$ cat config.mk
export PLATFORM = sky130hd
export DESIGN_NAME = serial_pattern_tx_flat
export DESIGN_NICKNAME = d
export VERILOG_FILES = /design/src/rtl/serial_pattern_tx_pkg.sv /design/src/rtl/serial_pattern_tx_if.sv /design/src/rtl/serial_pattern_tx_shift_reg.sv /design/src/rtl/serial_pattern_tx.sv /design/src/flat_wrapper.sv
export SDC_FILE = /design/constraint.sdc
export NUM_CORES = 1
export LEC_CHECK = 0
export ABC_AREA = 1
export ABC_CLOCK_PERIOD_IN_PS = 3560
export CORE_MARGIN = 2
export CORE_UTILIZATION = 51
export CTS_CLUSTER_DIAMETER = 200
export DETAILED_ROUTE_END_ITERATION = 8
export GPL_ROUTABILITY_DRIVEN = 0
export PLACE_DENSITY = 0.77
export SLEW_MARGIN = 20
export SYNTH_ARGS = -nofsm -noshare
export SYNTH_HDL_FRONTEND = slang
export SYNTH_SLANG_ARGS = --single-unit
export TNS_END_PERCENT = 20
$ cat constraint.sdc
create_clock -name clk -period 3.56 [get_ports clk]
set_clock_uncertainty 0.05 [all_clocks]
set_input_delay 0.712 -clock clk [delete_from_list [all_inputs] [get_ports clk]]
set_output_delay 0.712 -clock clk [all_outputs]
set_load 0.1 [all_outputs]
$ cat src/rtl/serial_pattern_tx_pkg.sv
// Shared types and constants for the serial pattern transmitter and its benches.
package serial_pattern_tx_pkg;

  typedef enum logic [1:0] {
    IDLE  = 2'd0,
    SHIFT = 2'd1,
    GAP   = 2'd2,
    DONE  = 2'd3
  } tx_state_t;

  localparam logic [4:0] PAT_10101 = 5'b10101;
  localparam logic [4:0] PAT_01011 = 5'b01011;

endpackage

$ cat src/rtl/serial_pattern_tx_if.sv
// Load handshake and serial output bundle of the pattern transmitter.
interface serial_pattern_tx_if #(
  parameter int unsigned WIDTH = 5,
  parameter int unsigned REP_W = 4
);
  logic             in_valid;
  logic             in_ready;
  logic [WIDTH-1:0] in_data;
  logic [REP_W-1:0] in_reps;
  logic             abort;
  logic             dout;
  logic             dout_valid;
  logic             busy;
  logic             done;

  modport master (
    output in_valid, in_data, in_reps, abort,
    input  in_ready, dout, dout_valid, busy, done
  );

  modport slave (
    input  in_valid, in_data, in_reps, abort,
    output in_ready, dout, dout_valid, busy, done
  );
endinterface

$ cat src/rtl/serial_pattern_tx_shift_reg.sv
// Loadable shift-left register presenting its MSB as the serial bit.
module serial_pattern_tx_shift_reg #(
  parameter int unsigned WIDTH = 5
) (
  input  logic             clk,
  input  logic             rst,
  input  logic             load_i,
  input  logic             shift_i,
  input  logic [WIDTH-1:0] data_i,
  output logic             msb_o
);
  logic [WIDTH-1:0] shreg_q;

  // Load has priority over shift.
  always_ff @(posedge clk or posedge rst) begin
    if (rst) begin
      shreg_q <= '0;
    end else if (load_i) begin
      shreg_q <= data_i;
    end else if (shift_i) begin
      shreg_q <= {shreg_q[WIDTH-2:0], 1'b0};
    end
  end

  assign msb_o = shreg_q[WIDTH-1];
endmodule

$ cat src/rtl/serial_pattern_tx.sv
// Serial pattern transmitter: MSB-first frames with repeat count and inter-frame gap.
module serial_pattern_tx
  import serial_pattern_tx_pkg::*;
#(
  parameter int unsigned WIDTH      = 5,
  parameter int unsigned REP_W      = 4,
  parameter int unsigned GAP_CYCLES = 0
) (
  input  logic              clk,
  input  logic              rst,
  serial_pattern_tx_if.slave bus
);
  localparam int unsigned BCW = $clog2(WIDTH);
  localparam int unsigned GW  = (GAP_CYCLES > 0) ? $clog2(GAP_CYCLES + 1) : 1;

  tx_state_t        state_q;
  logic [WIDTH-1:0] pat_q;
  logic [REP_W-1:0] reps_left_q;
  logic [BCW-1:0]   bit_cnt_q;
  logic [GW-1:0]    gap_cnt_q;

  logic             load_c;
  logic             shift_c;
  logic [WIDTH-1:0] src_c;
  logic             msb;
  logic             last_bit_c;
  logic             more_reps_c;

  assign last_bit_c  = (bit_cnt_q == '0);
  assign more_reps_c = (reps_left_q > REP_W'(1));

  // Shift-register control: load on accept or on frame repeat, otherwise shift while sending.
  always_comb begin
    load_c  = 1'b0;
    shift_c = 1'b0;
    src_c   = pat_q;
    case (state_q)
      IDLE: begin
        if (bus.in_valid && !bus.abort) begin
          load_c = 1'b1;
          src_c  = bus.in_data;
        end
      end
      SHIFT: begin
        if (!bus.abort) begin
          if (last_bit_c && more_reps_c) load_c  = 1'b1;
          else                           shift_c = 1'b1;
        end
      end
      default: ;
    endcase
  end

  serial_pattern_tx_shift_reg #(.WIDTH(WIDTH)) u_shreg (
    .clk     (clk),
    .rst     (rst),
    .load_i  (load_c),
    .shift_i (shift_c),
    .data_i  (src_c),
    .msb_o   (msb)
  );

  // Transfer FSM with bit, repeat and gap counters.
  always_ff @(posedge clk or posedge rst) begin
    if (rst) begin
      state_q     <= IDLE;
      pat_q       <= '0;
      reps_left_q <= '0;
      bit_cnt_q   <= '0;
      gap_cnt_q   <= '0;
    end else begin
      case (state_q)
        IDLE: begin
          if (bus.in_valid && !bus.abort) begin
            pat_q       <= bus.in_data;
            reps_left_q <= (bus.in_reps == '0) ? REP_W'(1) : bus.in_reps;
            bit_cnt_q   <= BCW'(WIDTH - 1);
            state_q     <= SHIFT;
          end
        end
        SHIFT: begin
          if (bus.abort) begin
            state_q <= IDLE;
          end else if (last_bit_c) begin
            if (more_reps_c) begin
              reps_left_q <= reps_left_q - REP_W'(1);
              bit_cnt_q   <= BCW'(WIDTH - 1);
              if (GAP_CYCLES > 0) begin
                gap_cnt_q <= GW'(GAP_CYCLES - 1);
                state_q   <= GAP;
              end
            end else begin
              state_q <= DONE;
            end
          end else begin
            bit_cnt_q <= bit_cnt_q - BCW'(1);
          end
        end
        GAP: begin
          if (bus.abort)               state_q   <= IDLE;
          else if (gap_cnt_q == '0)    state_q   <= SHIFT;
          else                         gap_cnt_q <= gap_cnt_q - GW'(1);
        end
        DONE: state_q <= IDLE;
        default: state_q <= IDLE;
      endcase
    end
  end

  // Moore output decodes of registered state.
  assign bus.dout_valid = (state_q == SHIFT);
  assign bus.dout       = (state_q == SHIFT) && msb;
  assign bus.busy       = (state_q != IDLE);
  assign bus.done       = (state_q == DONE);
  assign bus.in_ready   = (state_q == IDLE) && !rst;
endmodule
$ cat src/flat_wrapper.sv
// flat-port wrapper written by rule: the top's interface ports become plain ports
module serial_pattern_tx_flat import serial_pattern_tx_pkg::*;
#(
  parameter int unsigned WIDTH      = 5,
  parameter int unsigned REP_W      = 4,
  parameter int unsigned GAP_CYCLES = 0
)
  (clk, rst, bus_in_valid, bus_in_data, bus_in_reps, bus_abort, bus_in_ready, bus_dout, bus_dout_valid, bus_busy, bus_done);
  serial_pattern_tx_if #(.WIDTH(WIDTH), .REP_W(REP_W)) bus_i ();
  input  logic clk;
  input  logic rst;
  input wire logic [$bits(bus_i.in_valid)-1:0] bus_in_valid;
  input wire logic [$bits(bus_i.in_data)-1:0] bus_in_data;
  input wire logic [$bits(bus_i.in_reps)-1:0] bus_in_reps;
  input wire logic [$bits(bus_i.abort)-1:0] bus_abort;
  output wire logic [$bits(bus_i.in_ready)-1:0] bus_in_ready;
  output wire logic [$bits(bus_i.dout)-1:0] bus_dout;
  output wire logic [$bits(bus_i.dout_valid)-1:0] bus_dout_valid;
  output wire logic [$bits(bus_i.busy)-1:0] bus_busy;
  output wire logic [$bits(bus_i.done)-1:0] bus_done;
  assign bus_i.in_valid = bus_in_valid;
  assign bus_i.in_data = bus_in_data;
  assign bus_i.in_reps = bus_in_reps;
  assign bus_i.abort = bus_abort;
  assign bus_in_ready = bus_i.in_ready;
  assign bus_dout = bus_i.dout;
  assign bus_dout_valid = bus_i.dout_valid;
  assign bus_busy = bus_i.busy;
  assign bus_done = bus_i.done;
  serial_pattern_tx #(.WIDTH(WIDTH), .REP_W(REP_W), .GAP_CYCLES(GAP_CYCLES)) u_core (.clk(clk), .rst(rst), .bus(bus_i));
endmodule
# After elaboration in Yosys (flattened, before gate mapping)
# Cells that the tools add are included.
word_totals:
  output_inout_bits: 5
  reg_bits: 20
  n_memories: 0
  romBits: 0
  latchBits: 0
  ram_bits: 0
  wordCells: 68
op_classes:
  n_reduce_logical: 16
  n_mul: 0
  n_eq_ne: 11
  mux: 30
  magnitude_cmp: 1
  addsub: 3
  n_shift: 0
  div: 0
  bitwise: 1
op_table:
  columns: ["op", "n"]
  rows:
  - ["$mux W4", 5]
  - ["$mux W5", 4]
  - ["$mux W2", 6]
  - ["$mux W3", 4]
  - ["$ne A3 B3 Y1 const B", 3]
  - ["$pmux W2 S4", 1]
  - ["$pmux W4 S2", 1]
  - ["$reduce_and A4 Y1", 2]
  - ["$mux W1", 7]
  - ["$ne A2 B1 Y1 const B", 3]
  - ["$pmux W3 S2", 1]
  - ["$reduce_bool A2 Y1", 3]
  - ["$reduce_and A5 Y1", 1]
  - ["$eq A2 B2 Y1 const B", 2]
  - ["$gt A4 B1 Y1 const B", 1]
  - ["$logic_and A1 B1 Y1", 4]
  - ["$logic_not A4 Y1", 1]
  - ["$sub A4 B1 Y4 const B", 1]
  - ["$logic_not A3 Y1", 1]
  - ["$ne A3 B2 Y1 const B", 1]
  - ["$sub A3 B1 Y3 const B", 1]
  - ["$eq A2 B1 Y1 const B", 1]
  - ["$logic_not A1 Y1", 2]
  - ["$logic_not A2 Y1", 1]
  - ["5 further kinds", 5]

# Logic depth before layout (Yosys ltp)
depth:
  depth_word: 7
  depth_mapped: 11

# Cells and area by module
# A second synthesis with hierarchy kept.
unflattened:
  hier_cells: 155
  hier_area_um2: 1111.1
by_module_without_submodules:
  columns: ["module", "cells_each", "instances", "seq_area_each_um2", "area_each_um2"]
  rows:
  - ["serial_pattern_tx", 122, 1, 350.3, 873.3]
  - ["serial_pattern_tx_shift_reg", 33, 1, 125.1, 237.7]

# Least setup slack after synthesis
# No wires, ideal clock.
synth_timing:
  path_kind: "register -> output"
  start: "reg u_core.state_q[1]"
  end: "out bus_in_ready"
  arrival_time_ns: 2.520
  t_required_ns: 2.798
  stages_incl_launch_ff: 4
  setup_slack_ns: 0.278
  path_buffers: 0
  path_cell_list: "dfrtp_1 -> nor2_2 -> inv_1 -> nor2_1"
synth_between:
  elab_chain_cells: 2
synth_rtl:
  columns: ["element", "line_no", "rtl"]
  rows:
  - ["from (decl)", "serial_pattern_tx.sv:16", "tx_state_t state_q;"]
  - ["from (signal assigned)", "serial_pattern_tx.sv:66", "state_q <= IDLE;"]
  - ["from (signal assigned)", "serial_pattern_tx.sv:78", "state_q <= SHIFT;"]
  - ["from (signal assigned)", "serial_pattern_tx.sv:83", "state_q <= IDLE;"]
  - ["$logic_not A2 Y1", "serial_pattern_tx.sv:115", "assign bus.in_ready = (state_q == IDLE) && !rst;"]
  - ["$logic_and A1 B1 Y1", "serial_pattern_tx.sv:115", null]
  - ["to (decl)", "flat_wrapper.sv:16", "output wire logic [$bits(bus_i.in_ready)-1:0] bus_in_ready;"]
# No other way between the ends.

# Final worst setup path
layout_timing:
  start: "reg u_core.state_q[1]"
  end: "out bus_busy"
layout_between:
  elab_chain_cells: 1
layout_rtl:
  columns: ["element", "line_no", "rtl"]
  rows:
  - ["$reduce_bool A2 Y1", "serial_pattern_tx.sv:113", "assign bus.busy = (state_q != IDLE);"]
  - ["to (decl)", "flat_wrapper.sv:19", "output wire logic [$bits(bus_i.busy)-1:0] bus_busy;"]
# No other way between the ends.

==> impl_metrics.csv <==
group,metric,value,unit
grt,grt_use_total,0.199,
drt,drt_pass1_iterations,4,
drt,post_drt_wl_per_cell,11.1,microns
power,seqPwrFrac,0.286,
setup_path,cp.arrival,2.13,ns
clock_network,cts_hold_buf,0,
place,placed_cells,197,
final_layout,fillers,194,
power,power,0.00134,W
floorplan,die_w,51.1,microns
floorplan,start_util,0.526,
final_layout,final_util,0.623,
power,p_sw_frac,0.549,
clock_network,post_cts_resized,0,
synth,ys_seq_area_frac,0.421,
synth,synth.avg_cell_area,7.38,sq um
place,post-dp-hpwl,1730,microns
sta,tightest_slew,0.967,ns
drt,first_iter_violations,25,
power,clock_power_share,0.085,
sta,drv_slew,0,
drt,drtAntennaViolNets,0,
clock_network,root_buffer,"clkbuf_4",
setup_path,crit_slowest_cell,"clkdlybuf4s50_1",
grt,grt_overflow_total,0,
synth,synth_edf_count,0,
synth,ys_top_cells_by_area,"dfrtp_1, nand2_1, inv_1",
clock_network,cts_buffer_depth,2,
sta,finalSetupViolations,0,
synth,synthCells,153,
drt,viasPerCell,4.97,
sta,tns,0,ns
synth,synthFlopType,"dfrtp_1",
floorplan,die_h,51.1,microns
sta,slew_headroom,0.353,
setup_path,cp-start-kind,"flip-flop",
sta,fmax,346,MHz
synth,synthXorXnorAreaFrac,0,
setup_path,end_kind,"output pin",
synth,async_reset_ff_frac,1.00,
synth,post_synth_and_or_nand_nor_area_fraction,0.313,
power,pwr-share-comb,0.629,
grt,grt_max_degree,20,
final_layout,antenna_cells,0,
place,port_buffers,17,
setup_path,required,2.80,ns
clock_network,htreeDepth,1,
floorplan,core-area,2150,sq um
final_layout,stdcell_count,201,
clock_network,numCtsBuffers,3,
synth,yosysTopAreaCell,"dfrtp_1",
grt,antenna_found_initial,0,
setup_path,path_buf_inv,2,
synth,synth_fa_ha_area_frac,0.0221,
power,switching_power,0.000735,W
setup_path,timing.rr.end,"u_core.u_shreg.shreg_q[3]",
setup_path,crit_type,"flip-flop to output pin",
drt,drc,0,
power,internal_power,0.000604,W
setup_path,reg2reg_slack,1.75,ns
synth,ys_types,23,
clock_network,clock_latency,0.31,ns
synth,yosysMostFrequentCell,"nand2_1",
final_layout,drive_gt1_frac,0.139,
power,p_leak,0.721,nW
run_status,status,"finished clean",
clock_network,cts_sinks,19,
drt,wl,2240,microns
synth,netlist.area_leader.share,0.421,
synth,netlist_area,1130,sq um
setup_path,worstPathMaxFanout,9,
min_path,holdPathEnd,"u_core.u_shreg.shreg_q[4]",
drt,vias,999,
synth,ys_seq_elements,19,
synth,syn_nets,168,
grt,grt_pass1_vias,949,
floorplan,die_area,2610,sq um
synth,muxShareOfSynthArea,0,
synth,synth_commonest_cells,"nand2_1, inv_1, dfrtp_1, nor2_1, a21oi_1",
synth,yosysWarnings,0,
final_layout,synthToLayoutAreaGrowth,18.4,%
min_path,min_path_cells,2,
synth,synth_compound_area_frac,0.124,
job,drv_cap,0,
setup_path,max_stage_delay,0.98,ns
clock_network,cts_tree,"yes",
final_layout,fin_nets,189,
setup_path,path_delay_family,"buffers and inverters",
setup_path,timing.rr.start,"u_core.reps_left_q[0]",
setup_path,cp_cell_sequence,"nor2_2 -> inv_1 -> clkdlybuf4s50_1",
floorplan,rows,17,
setup_path,worstRegToRegCells,10,
floorplan,io_pins,18,
min_path,hold_path_class,"flip-flop to flip-flop",
sta,period_share,0.812,
power,power-per-cell-area,1000,nW/um^2
sta,rsz0062_at_grt,"false",
clock_network,clkTransAtPathRegs,0.11,ns
min_path,min-delay-start,"u_core.u_shreg.shreg_q[4]",
grt,grt_first_pass_wirelength,3850,microns
synth,synth_top_family_by_area,"simple AND/OR/NAND/NOR gates",
clock_network,postCtsSetupBuffers,0,
sta,finalCriticalPeriod,2.89,ns
power,peakVddDrop,0.909,mV
sta,hold_viol_final,0,
[kinds of logic after synthesis]
kind of cell | after synthesis
DFF | 19
AOI/OAI and AO/OA | 22
and+or+nand+nor | 78
buffers and inverters | 32
adders and majority gates | 2
[cell type report]
| cell class | instances | area [sq um] | area share |
|---|---|---|---|
| clock buffer | 3 | 22.5 | 0.0168 |
| timing repair buffer | 18 | 168 | 0.125 |
| sequential | 19 | 475 | 0.355 |
| tap | 28 | 35.0 | 0.0262 |
| inverter | 30 | 113 | 0.0842 |
| clock inverter | 1 | 5.00 | 0.00374 |
| multi-input combinational | 102 | 519 | 0.388 |
[tightest hold or removal path, cell delays in order, from the launching register on]
cell and delay [ns]:
dfrtp_1 0.37, nand2_1 0.05, nand2_1 0.05
[sequential cells by signal (all words and copies together), names as in the netlist]
register / count
u_core.bit_cnt_q: 3
u_core.pat_q: 5
u_core.reps_left_q: 4
u_core.state_q: 2
u_core.u_shreg.shreg_q: 5
[how the worst max path moves through the flow]
stage	start	to	slack, ns	cells after the start
floorplan	u_core.state_q[1]	bus_in_ready	0.28	3
global placement	u_core.state_q[1]	bus_busy	1.05	3
detailed placement	u_core.state_q[1]	bus_busy	1.01	3
CTS	u_core.state_q[1]	bus_busy	0.67	3
global route	u_core.state_q[1]	bus_busy	0.56	3
finish	u_core.state_q[1]	bus_busy	0.67	3
[routing by layer]
| metal | up-vias | track usage | share of wire |
|---|---|---|---|
| met5 | - | 0 | 0 |
| li1 | 509 | - | - |
| met4 | 0 | 0.0946 | 0.020 |
| met2 | 25 | 0.346 | 0.48 |
| met1 | 459 | 0.240 | 0.45 |
| met3 | 6 | 0.0292 | 0.048 |
[per-stage QoR]
step	hold WS [ns]	cell area, sq um	setup slack, ns
2_1_floorplan	0.388	1130	0.278
3_3_place_gp	0.405	1310	1.05
3_5_place_dp	0.428	1310	1.01
4_1_cts	0.455	1340	0.667
5_1_grt	0.474	1340	0.558
6_report	0.447	1340	0.668
[placed cells by master, fill, tap and decap left out]
| cell | netlist | layout |
|---|---|---|
| a21oi_1 | 6 | 6 |
| o21bai_1 | 1 | 1 |
| or2_2 | 1 | 1 |
| clkbuf_4 | 0 | 3 |
| nand2_4 | 2 | 2 |
| ha_1 | 2 | 2 |
| buf_4 | 0 | 5 |
| dfrtp_1 | 19 | 19 |
| clkdlybuf4s50_1 | 0 | 13 |
| nor2_4 | 1 | 1 |
| nor2_2 | 2 | 2 |
| nor2_1 | 9 | 9 |
| nand4_1 | 1 | 1 |
| inv_1 | 29 | 29 |
| nand3b_1 | 4 | 4 |
| nand2_1 | 50 | 50 |
| o21ai_0 | 4 | 4 |
| a22oi_1 | 1 | 1 |
| inv_2 | 1 | 1 |
| o21ai_1 | 4 | 4 |
| o211ai_1 | 1 | 1 |
| clkinv_2 | 0 | 1 |
| nand3_1 | 5 | 5 |
| nand2_2 | 3 | 3 |
| o211ai_2 | 1 | 1 |
| o21ai_2 | 4 | 4 |
[power by group through the flow]
stage | sequential, W | clock [W] | combinational (W)
finish | 0.000383 | 0.000114 | 0.000842
global route | 0.000396 | 0.000127 | 0.000932
CTS | 0.000382 | 0.000114 | 0.000850
detailed placement | 0.000387 | 0 | 0.000845
global placement | 0.000378 | 0 | 0.000823
floorplan | 0.000368 | 0 | 0.000708
No activity file was read; power rests on OpenSTA's default activity.
